$ cat src/rtl/alu_sequencer.sv
// alu_sequencer: issue sequencer for a clocked 32-bit MIPS ALU.
// Accepts one request (valid/ready), decodes aluop/funct into the 3-bit
// alucontrol code, drives the ALU operands, waits out the ALU latency,
// captures result/zero and returns them over a valid/ready response channel.
// Ports:
//   i_clk, i_rst_n                   clock, synchronous active-low reset
//   i_req_valid / o_req_ready        request handshake (ready only in IDLE)
//   i_req_aluop, i_req_funct,
//   i_req_shamt, i_req_a, i_req_b    request payload
//   o_alu_a, o_alu_b, o_alucontrol   ALU operands and op code (registered)
//   i_alu_result, i_alu_zero         ALU outputs
//   o_rsp_valid / i_rsp_ready        response handshake
//   o_rsp_result, o_rsp_zero,
//   o_rsp_err                        captured response (err = illegal funct)
module alu_sequencer #(
  parameter int n       = 32,
  parameter int ALU_LAT = 1
) (
  input  logic         i_clk,
  input  logic         i_rst_n,
  input  logic         i_req_valid,
  output logic         o_req_ready,
  input  logic [1:0]   i_req_aluop,
  input  logic [5:0]   i_req_funct,
  input  logic [4:0]   i_req_shamt,
  input  logic [n-1:0] i_req_a,
  input  logic [n-1:0] i_req_b,
  output logic [n-1:0] o_alu_a,
  output logic [n-1:0] o_alu_b,
  output logic [2:0]   o_alucontrol,
  input  logic [n-1:0] i_alu_result,
  input  logic         i_alu_zero,
  output logic         o_rsp_valid,
  input  logic         i_rsp_ready,
  output logic [n-1:0] o_rsp_result,
  output logic         o_rsp_zero,
  output logic         o_rsp_err
);

  localparam int CW = (ALU_LAT > 1) ? $clog2(ALU_LAT) : 1;

  typedef enum logic [1:0] {IDLE, ISSUE, WAIT, RESP} state_t;

  state_t         r_state;
  logic [CW-1:0]  r_cnt;
  logic           r_req_ready;
  logic           r_illegal;
  logic [n-1:0]   r_alu_a, r_alu_b;
  logic [2:0]     r_code;
  logic           r_rsp_valid, r_rsp_zero, r_rsp_err;
  logic [n-1:0]   r_rsp_result;

  logic [2:0]     w_code;
  logic           w_illegal;
  logic           w_shift;
  logic [n-1:0]   w_op_a;
  logic           w_accept;

  // aluop/funct decode
  always_comb begin
    w_code    = 3'b000;
    w_illegal = 1'b0;
    w_shift   = 1'b0;
    case (i_req_aluop)
      2'b00: w_code = 3'b000;
      2'b01: w_code = 3'b001;
      2'b11: w_code = 3'b011;
      default: begin
        case (i_req_funct)
          6'b100000: w_code = 3'b000;
          6'b100010: w_code = 3'b001;
          6'b100100: w_code = 3'b010;
          6'b100101: w_code = 3'b011;
          6'b100110: w_code = 3'b100;
          6'b100111: w_code = 3'b101;
          6'b000000: begin w_code = 3'b110; w_shift = 1'b1; end
          6'b000011: begin w_code = 3'b111; w_shift = 1'b1; end
          default:   w_illegal = 1'b1;
        endcase
      end
    endcase
  end

  // Shifts take the amount on operand a; the value to shift rides on b.
  assign w_op_a   = w_shift ? {{(n-5){1'b0}}, i_req_shamt} : i_req_a;
  assign w_accept = i_req_valid && r_req_ready;

  always_ff @(posedge i_clk) begin
    if (!i_rst_n) begin
      r_state      <= IDLE;
      r_cnt        <= '0;
      r_req_ready  <= 1'b0;
      r_illegal    <= 1'b0;
      r_alu_a      <= '0;
      r_alu_b      <= '0;
      r_code       <= '0;
      r_rsp_valid  <= 1'b0;
      r_rsp_zero   <= 1'b0;
      r_rsp_err    <= 1'b0;
      r_rsp_result <= '0;
    end else begin
      case (r_state)
        IDLE: begin
          if (w_accept) begin
            r_req_ready <= 1'b0;
            r_illegal   <= w_illegal;
            r_state     <= ISSUE;
            // An illegal request leaves the ALU operands untouched.
            if (!w_illegal) begin
              r_alu_a <= w_op_a;
              r_alu_b <= i_req_b;
              r_code  <= w_code;
            end
          end else begin
            r_req_ready <= 1'b1;
          end
        end
        ISSUE: begin
          r_cnt <= '0;
          // Illegal requests report from the ISSUE slot so the error
          // response appears one edge after acceptance.
          if (r_illegal) begin
            r_rsp_valid  <= 1'b1;
            r_rsp_err    <= 1'b1;
            r_rsp_result <= '0;
            r_rsp_zero   <= 1'b0;
            r_state      <= RESP;
          end else begin
            r_state <= WAIT;
          end
        end
        WAIT: begin
          if (r_cnt == CW'(ALU_LAT - 1)) begin
            r_rsp_valid  <= 1'b1;
            r_rsp_err    <= 1'b0;
            r_rsp_result <= i_alu_result;
            r_rsp_zero   <= i_alu_zero;
            r_state      <= RESP;
          end else begin
            r_cnt <= r_cnt + 1'b1;
          end
        end
        RESP: begin
          if (i_rsp_ready) begin
            r_rsp_valid <= 1'b0;
            r_req_ready <= 1'b1;
            r_state     <= IDLE;
          end
        end
        default: r_state <= IDLE;
      endcase
    end
  end

  assign o_req_ready  = r_req_ready;
  assign o_alu_a      = r_alu_a;
  assign o_alu_b      = r_alu_b;
  assign o_alucontrol = r_code;
  assign o_rsp_valid  = r_rsp_valid;
  assign o_rsp_result = r_rsp_result;
  assign o_rsp_zero   = r_rsp_zero;
  assign o_rsp_err    = r_rsp_err;

endmodule

$ cat config.mk
export PLATFORM = sky130hd
export DESIGN_NAME = alu_sequencer
export DESIGN_NICKNAME = d
export VERILOG_FILES = /design/src/rtl/alu_sequencer.sv
export SDC_FILE = /design/constraint.sdc
export NUM_CORES = 1
export LEC_CHECK = 0
export CAP_MARGIN = 15
export CORE_ASPECT_RATIO = 1.75
export CORE_MARGIN = 3
export CORE_UTILIZATION = 35
export CTS_CLUSTER_DIAMETER = 150
export DETAILED_ROUTE_END_ITERATION = 6
export DONT_BUFFER_PORTS = 1
export PLACE_DENSITY = 0.5
export SYNTH_ARGS = -nofsm -noshare
export SYNTH_HDL_FRONTEND = slang
export SYNTH_SLANG_ARGS = --single-unit
$ cat constraint.sdc
create_clock -name i_clk -period 5.7 [get_ports i_clk]
set_clock_uncertainty 0.2 [all_clocks]
set_input_delay 1.14 -clock i_clk [delete_from_list [all_inputs] [get_ports i_clk]]
set_output_delay 1.14 -clock i_clk [all_outputs]
set_load 0.01 [all_outputs]
==> results of run 1 <==
==> report_power, final <==
part           switching [mW]  internal, mW  leakage [nW]  total, mW
combinational           0.188         0.151         0.528      0.339
sequential              0.145         0.863         0.860       1.01
clock                   0.258         0.424         0.154      0.682
==> cells in the mapped netlist (all sizes together) (2+ instances only) <==
master  instances
nand4           2
mux2i           2
nand3           2
a21boi          2
a22oi          33
mux2            5
ha              4
nand2           7
nor3            3
a21oi           4
buf            10
inv             7
o21ai           2
nor2           41
a22o           66
clkbuf         14
nor2b           2
nand2b          3
dfxtp         106
==> area by class of cell <==
type / instances / area share, %
Multi-Input combinational cell: 196 / 34.9
Tap cell: 125 / 3.80
Inverter: 7 / 0.639
Sequential cell: 106 / 51.6
Timing Repair Buffer: 5 / 1.00
Clock inverter: 5 / 2.56
Clock buffer: 9 / 5.48
==> logic make-up after synthesis <==
logic type,Yosys count
buffers and inverters,31
muxes,7
and+or+nand+nor,64
adders and majority gates,4
xor gates and xnor gates,1
DFF,106
AOI/OAI and AO/OA,120
==> sequential cells by signal (all words and copies together), names as in the netlist <==
name,cells
o_rsp_err,1
o_rsp_result,32
r_illegal,1
r_state,2
o_alu_b,32
o_rsp_zero,1
o_rsp_valid,1
o_alucontrol,3
o_alu_a,32
o_req_ready,1
==> layer usage <==
layer  GRT usage, %  vias to the layer above  share of wire (%)
met2           25.7                      139                 51
met5              0                        -                  0
met3           5.98                       13                 10
met1           15.8                     1201                 37
li1               -                     1220                  -
met4           6.61                        0                2.1
==> worst register-to-register path: cells and delay by family (launching register included) <==
kind                     cells  cell delay, ps
AO/OA/AOI/OAI                2             780
buffers and inverters        2             430
flip-flops                   1             340
adder cells (fa/ha/maj)      1             320
AND/OR/NAND/NOR              1             200
==> worst min path at each step <==
stage	startpoint	endpoint	slack (ps)	cells past startpoint
after global routing	o_rsp_valid	o_rsp_valid	350	2
after CTS	o_rsp_valid	o_rsp_valid	330	2
final	o_rsp_valid	o_rsp_valid	320	2
after floorplan	r_illegal	r_illegal	250	2
after global placement	o_rsp_valid	o_rsp_valid	310	2
after detailed placement	o_rsp_valid	o_rsp_valid	320	2
==> summary.md, run 1 <==
| Metric | Value |
|---|---|
| Clock transition at path regs | 70 ps |
| Critical Path AT | 2650 ps |
| Multiplexer share of the synthesized area | 2.08% |
| Fillcell total | 973 |
| Number of max-cap violations | 0 |
| Largest net degree at the start of global routing | 67 |
| CP required | 5730 ps |
| Setup crit end kind | register |
| Worst-Skew Late Latency | 330 ps |
| DP HPWL | 6.55 mm |
| Post-synthesis cell area | 3670 um2 |
| CTS tree | yes |
| Final setup fails | 0 |
| Synth Area in XOR/XNOR | 0.238% |
| Final GP Congestion | 0.720 |
| Post-CTS sizing | 0 |
| Mapped Nets | 451 |
| Worst setup SP type | input port |
| Hold_buf cts | 0 |
| Share of the synthesized area in the top cell type | 57.8% |
| RSZ-0062 raised after global routing | no |
| Lkg Pwr | 1.54 nW |
| Via count | 2573 |
| Initial Utilization | 36.6% |
| Placed Cells | 438 |
| Setup WS pre-CTS | 2700 ps |
| Status | finished clean |
| H-tree depth | 3 |
| ANT cells | 0 |
| Tcrit/Tclk final | 46.0% |
| Total global routing overflow | 0 |
| Compound-Gate Fraction of Synth Area | 26.9% |
| Commonest non-fill, non-tap cells in the layout | dfxtp_1 (106), a22o_1 (66), nor2_1 (40) |
| Largest area contributor in the netlist | dfxtp_1 |
| CP bufs+invs | 3 |
| Top post-synthesis cells by area | dfxtp_1 (58%), a22o_1 (16%), a22oi_1 (6.7%), nor2_1 (4.1%), mux2_2 (1.5%) |
| Max Freq | 382 MHz |
| Final TNS setup | 0 ps |
| DIE AREA | 11800 um2 |
| GRT Resource Usage Total | 14.8% |
| CTS Sinks | 106 |
| Worst r2r src | r_state[0] |
| Final Max Slew Viols | 0 |
| Flops & latches, synth | 106 |
| Num rows | 48 |
| Die Ht | 142 um |
| Simple logic cell fraction of the synthesized area | 7.77% |
| Critical path depth | 6 |
| Design Area, Final | 4110 um2 |
| Routed len/inst | 20.0 um |
| WS Path Type | input port to register |
| Critical Path Max Stage Delay | 380 ps |
| CTS Root Cell | clkbuf_16 |
| Measured slew at the worst slew-check pin | 923 ps |
| Delay-heaviest family, CP | compound AO/OA/AOI/OAI gates |
| Initial antenna violation count | 0 |
| Peak supply drop | 290 uV |
| Syn avg cell area | 11.0 um2 |
| Post-detailed-route count of antenna-violating nets | 0 |
| Nets | 443 |
| Min Tclk post-route | 2620 ps |
| Die X | 83.4 um |
| First-pass GRT wire length | 14.0 mm |
| Reg2reg path depth | 6 |
| Clock Path Buffers | 2 |
| Final Non-Filler Cells | 453 |
| Setup bufs post-CTS | 0 |
| Power Total | 2.03 mW |
| Final Util | 41.0% |
| Setup WS post-layout | 3080 ps |
| I/O Pins | 217 |
| Fraction of layout cells with a size suffix above 1 | 9.45% |
| I/O Buffers | 0 |
| Cell mode on critical path | buf_4 |
| First-pass DRT Iterations | 4 |
| Pwr Density | 494 nW/um2 |
| Worst Setup SP | i_rst_n |
| Adder-Cell Fraction of Synth Area | 1.36% |
| Sequential cell area | 2120 um2 |
| RR Endpoint | o_alu_a[4] |
| Crit path cell chain | inv_1, buf_4, a211oi_1, a221o_2, buf_4, a22o_1 |
| Worst R2R Setup Slack | 3330 ps |
| Sequential-to-total area share from yosys stat | 57.8% |
| Routed WL | 9.08 mm |
| Number of synthesized flops with an enable pin | 0 |
| Slew Limit Headroom | 37.2% |
| Commonest non-fill, non-tap cell in the layout | dfxtp_1 |
| Post-placement cell area | 3770 um2 |
| Iteration-0 DRC Markers | 98 |
| Top_reg_cell synth | dfxtp_1 |
| CP endpoint | o_alu_a[4] |
| Critical-path top delay cell | a221o_2 |
| Largest family of logic cells by synthesized area | compound AO/OA/AOI/OAI gates |
| Vias in the first global route | 2592 |
| Core ar. | 10000 um2 |
| Final hold vios | 0 |
| CTS Buf Count | 9 |
| HP Class | register to register |
| Vias/cell | 5.68 |
| Crit Path Max Fanout | 66 |
| Yosys Warn Count | 0 |
| DRC | 0 |
| Multi-input gate area | 1440 um2 |
| Synth unique cells | 43 |
| Area grow syn2layout | 12.0% |
| Mapped Cells | 333 |
| Hold_ws | 317 ps |
| Async S/R FF share, synth | 0% |
Note: power is estimated with default switching activity, not from simulation.
==> run 2: changes to the inputs <==
==> constraint.sdc (replaced) <==
create_clock -name i_clk -period 2.75 [get_ports i_clk]
set_clock_uncertainty 0.2 [all_clocks]
set_input_delay 0.55 -clock i_clk [delete_from_list [all_inputs] [get_ports i_clk]]
set_output_delay 0.55 -clock i_clk [all_outputs]
set_load 0.01 [all_outputs]
==> run 2 against run 1 <==
  * Count of clock-buffer cells in the layout rose by 2
  * Clock power rose by 69%
  * Flip-flop and latch count did not move
  * Non-clock buffer count rose by 1
  * Wire length rose by 0.69%
  * Global-route usage rose by 0.26 points
  * Sequential share of layout area rose by 0.65 points
==> summary.md, run 2 (synthesis results as in run 1) <==
| Metric | Value |
|---|---|
| Commonest non-fill, non-tap cells in the layout | dfxtp_1 (106), a22o_1 (66), nor2_1 (40) |
| Post-detailed-route count of antenna-violating nets | 0 |
| Core ar. | 10000 um2 |
| Pwr Density | 973 nW/um2 |
| Worst R2R Setup Slack | 390 ps |
| Measured slew at the worst slew-check pin | 653 ps |
| Worst-Skew Late Latency | 330 ps |
| Delay-heaviest family, CP | compound AO/OA/AOI/OAI gates |
| Iteration-0 DRC Markers | 74 |
| Vias/cell | 5.77 |
| Tcrit/Tclk final | 85.9% |
| Final setup fails | 0 |
| Max Freq | 423 MHz |
| Setup crit end kind | register |
| CP required | 2770 ps |
| Lkg Pwr | 1.51 nW |
| Area grow syn2layout | 10.6% |
| Final hold vios | 0 |
| Via count | 2627 |
| Crit Path Max Fanout | 65 |
| Commonest non-fill, non-tap cell in the layout | dfxtp_1 |
| CP bufs+invs | 2 |
| RSZ-0062 raised after global routing | no |
| CTS Root Cell | clkbuf_16 |
| Final TNS setup | 0 ps |
| Initial Utilization | 36.6% |
| CTS tree | yes |
| Critical Path Max Stage Delay | 450 ps |
| First-pass DRT Iterations | 4 |
| Critical-path top delay cell | a221o_2 |
| Initial antenna violation count | 0 |
| Num rows | 48 |
| Worst r2r src | r_state[0] |
| Die X | 83.4 um |
| CTS Sinks | 106 |
| Critical path depth | 6 |
| Hold_buf cts | 0 |
| Number of max-cap violations | 0 |
| Die Ht | 142 um |
| Worst Setup SP | r_state[0] |
| CP endpoint | o_alu_a[3] |
| Fraction of layout cells with a size suffix above 1 | 9.39% |
| DRC | 0 |
| Hold_ws | 132 ps |
| Status | finished clean |
| Setup bufs post-CTS | 0 |
| Largest net degree at the start of global routing | 66 |
| WS Path Type | register to register |
| Peak supply drop | 408 uV |
| DP HPWL | 6.73 mm |
| I/O Buffers | 0 |
| Final Max Slew Viols | 0 |
| Post-CTS sizing | 0 |
| Routed len/inst | 20.1 um |
| HP Class | input port to register |
| Power Total | 3.95 mW |
| Slew Limit Headroom | 56.5% |
| Clock Path Buffers | 2 |
| First-pass GRT wire length | 14.2 mm |
| I/O Pins | 217 |
| Total global routing overflow | 0 |
| Design Area, Final | 4060 um2 |
| H-tree depth | 3 |
| Worst setup SP type | register |
| Final GP Congestion | 0.761 |
| Vias in the first global route | 2657 |
| Crit path cell chain | inv_1, ha_1, nand3_2, a221o_2, buf_4, a22o_1 |
| Setup WS post-layout | 388 ps |
| CTS Buf Count | 9 |
| Critical Path AT | 2380 ps |
| Routed WL | 9.15 mm |
| DIE AREA | 11800 um2 |
| ANT cells | 0 |
| Clock transition at path regs | 70 ps |
| Nets | 444 |
| RR Endpoint | o_alu_a[3] |
| GRT Resource Usage Total | 15.1% |
| Setup WS pre-CTS | 409 ps |
| Min Tclk post-route | 2360 ps |
| Post-placement cell area | 3800 um2 |
| Reg2reg path depth | 6 |
[run 2: cell count changes in the layout (fill, tap and decap cells not counted), sizes merged]
| cell | delta |
|---|---|
| bufinv | -3 |
| clkbuf | +2 |
| clkinvlp | +2 |
| buf | +1 |
[run 2: worst min-delay path by stage]
stage                      startpoint     endpoint  slack (ps)  cells past startpoint
final                         i_rst_n   r_state[0]         130                      2
after global routing          i_rst_n   r_state[0]         110                      2
after CTS                     i_rst_n   r_state[0]         110                      2
after detailed placement  o_alu_b[10]  o_alu_b[10]         330                      1
after global placement     r_state[0]   r_state[0]         320                      2
after floorplan             r_illegal    r_illegal         250                      2
[run 2: cell type report]
| type | count | area, um2 |
|---|---|---|
| Timing Repair Buffer | 6 | 57.6 |
| Sequential cell | 106 | 2120 |
| Clock buffer | 11 | 233 |
| Fill cell | 974 | 5970 |
| Tap cell | 125 | 156 |
| Inverter | 7 | 26.3 |
| Multi-Input combinational cell | 196 | 1440 |
| Clock inverter | 4 | 30.0 |
[run 2: stage by stage]
step / utilization [%] / cells
after floorplan: - / 333
after global placement: 37.9 / 440
after detailed placement: 37.9 / 440
after CTS: 40.5 / 455
after global routing: 40.5 / 455
final: 40.5 / 455
[run 2: layer usage]
metal	track usage [%]	share of wire, %	up-vias	wire (um)
li1	-	-	1221	-
met1	15.9	35	1248	3230
met2	25.7	51	146	4700
met3	6.39	11	12	1010
met4	7.54	2.2	0	202
met5	0	0	-	0
[run 2: power by group]
part	leakage, nW	switching (mW)	internal [mW]
Combinational	0.534	0.388	0.322
Sequential	0.860	0.305	1.79
Clock	0.114	0.538	0.610
Total	1.51	1.23	2.72
[run 2: worst register-to-register path: stages, from the launching register on]
cell,delay (ps)
dfxtp_1,340
inv_1,110
ha_1,300
nand3_2,180
a221o_2,450
buf_4,320
a22o_1,340
==> run 3: changes to the inputs <==
--- a/config.mk
+++ b/config.mk
@@ -12,7 +12,7 @@
 export CTS_CLUSTER_DIAMETER = 150
 export DETAILED_ROUTE_END_ITERATION = 6
 export DONT_BUFFER_PORTS = 1
-export PLACE_DENSITY = 0.5
+export PLACE_DENSITY_LB_ADDON = 0.08
 export SYNTH_ARGS = -nofsm -noshare
 export SYNTH_HDL_FRONTEND = slang
 export SYNTH_SLANG_ARGS = --single-unit
==> run 3 against run 2 <==
  * Non-clock buffer count rose by 1
  * Final cell count rose by 0.44%
  * Hold slack got worse by 5.4 ps
  * Flip-flop and latch count did not move
==> summary.md, run 3 (synthesis results as in run 1) <==
| Metric | Value |
|---|---|
| Reg2reg path depth | 6 |
| CTS Sinks | 106 |
| P_int | 2.82 mW |
| Fraction of layout cells with a size suffix above 1 | 10.2% |
| Final Non-Filler Cells | 457 |
| First-pass DRT Iterations | 4 |
| Met1 Use GR | 16.0% |
| Tcrit/Tclk final | 81.4% |
| I/O Buffers | 0 |
| HP Class | input port to register |
| Post-placement cell area | 3810 um2 |
| H-tree depth | 3 |
| GRT met2 Usage | 26.4% |
| Crit Path Max Fanout | 39 |
| Setup bufs post-CTS | 0 |
| Commonest non-fill, non-tap cells in the layout | dfxtp_1 (106), a22o_1 (66), nor2_1 (40) |
| DRC | 0 |
| Pwr Density | 995 nW/um2 |
| I/O Pins | 217 |
| DIE AREA | 11800 um2 |
| Commonest non-fill, non-tap cell in the layout | dfxtp_1 |
| CTS tree | yes |
| Vias in the first global route | 2594 |
| Final GP Congestion | 0.718 |
| Peak supply drop | 372 uV |
| Routed WL | 9.37 mm |
| Final Max Slew Viols | 0 |
| Routed len/inst | 20.5 um |
| Clock Path Buffers | 2 |
| Power Total | 4.08 mW |
| Max Freq | 447 MHz |
| Slew Limit Headroom | 64.4% |
| RSZ-0062 raised after global routing | no |
| ANT cells | 0 |
| Hold_buf cts | 0 |
| GRT met3 Usage | 6.91% |
| Number of max-cap violations | 0 |
| Crit path cell chain | inv_1, ha_1, nand3_2, a221o_2, buf_4, a22o_1 |
| Placed Cells | 441 |
| Critical-path top delay cell | a221o_2 |
| Final setup fails | 0 |
| Final hold vios | 0 |
| Setup WS pre-CTS | 531 ps |
| Area grow syn2layout | 11.7% |
| Critical Path Max Stage Delay | 440 ps |
| Fillcell total | 972 |
| Clock Power Share | 30.9% |
| CTS Buf Count | 9 |
| Final Util | 40.9% |
| Measured slew at the worst slew-check pin | 521 ps |
| GRT Resource Usage Total | 15.3% |
| Setup WS post-layout | 512 ps |
| Clock transition at path regs | 70 ps |
| Via count | 2565 |
| Setup crit end kind | register |
| CP required | 2780 ps |
| Core ar. | 10000 um2 |
| Largest net degree at the start of global routing | 40 |
| Lkg Pwr | 1.54 nW |
| Initial Utilization | 36.6% |
| Global routing's busiest layer | met2 |
| Sequential share of power | 51.3% |
| Worst-Skew Late Latency | 340 ps |
| Sw Pwr | 1.26 mW |
| WHS Path Cells | 1 |
| Critical Path AT | 2270 ps |
| Logic pwr share | 17.8% |
| Hold_ws | 126 ps |
| Die X | 83.4 um |
| Iteration-0 DRC Markers | 127 |
| Min Tclk post-route | 2240 ps |
| Num rows | 48 |
| Nets | 445 |
| Post-CTS sizing | 0 |
| Design Area, Final | 4100 um2 |
| Vias/cell | 5.61 |
| Worst setup SP type | register |
| Status | finished clean |
| Die Ht | 142 um |
| Sw Ratio | 30.9% |
| DP HPWL | 6.85 mm |
| Initial antenna violation count | 0 |
| CTS Root Cell | clkbuf_16 |
| Final TNS setup | 0 ps |
| Total global routing overflow | 0 |
| Post-detailed-route count of antenna-violating nets | 0 |
| WS Path Type | register to register |
| First-pass GRT wire length | 14.3 mm |
## run 3: changes by cell type in the layout (fill, tap and decap cells not counted)
| cell | delta |
|---|---|
| buf_4 | +1 |
| bufinv_16 | +1 |
| clkbuf_1 | -1 |
| clkinv_2 | +1 |
| clkinv_4 | +2 |
| clkinvlp_4 | -2 |
## run 3: area by class of cell
cell class | instances | area, um2 | share of cell area, %
multi-input combinational | 196 | 1440 | 35.0
clock inverter | 6 | 67.6 | 1.65
clock buffer | 10 | 229 | 5.58
timing repair buffer | 7 | 65.1 | 1.59
sequential | 106 | 2120 | 51.7
tap | 125 | 156 | 3.81
inverter | 7 | 26.3 | 0.640
## run 3: metal layers
metal,share of wire (%),vias up
met3,9.8,9
met2,52,124
met5,0,-
met4,1.7,0
li1,-,1225
met1,36,1207
## run 3: worst max-delay path: cells and delay by family, from the launching register on
family,cells,cell delay (ps)
AOI/OAI and AO/OA,2,720
adders and majority gates,1,310
buffers and inverters,2,360
DFF,1,340
and+or+nand+nor,1,180
## run 3: power groups by stage
stage,Clock (mW),Combinational [mW],Sequential (mW)
4_1_cts,1.31,0.736,2.10
5_1_grt,1.38,0.821,2.12
3_3_place_gp,0,0.718,2.14
2_1_floorplan,0,0.597,2.06
6_report,1.26,0.725,2.10
3_5_place_dp,0,0.736,2.13
## run 3: worst paths after layout
path / slack (ps) / startpoint / to
hold / removal: 130 / i_req_a[26] / o_alu_a[26]
hold reg to reg: 350 / r_illegal / r_illegal
setup / recovery: 510 / r_state[0] / o_alu_a[6]
setup reg to reg: 510 / r_state[0] / o_alu_a[6]
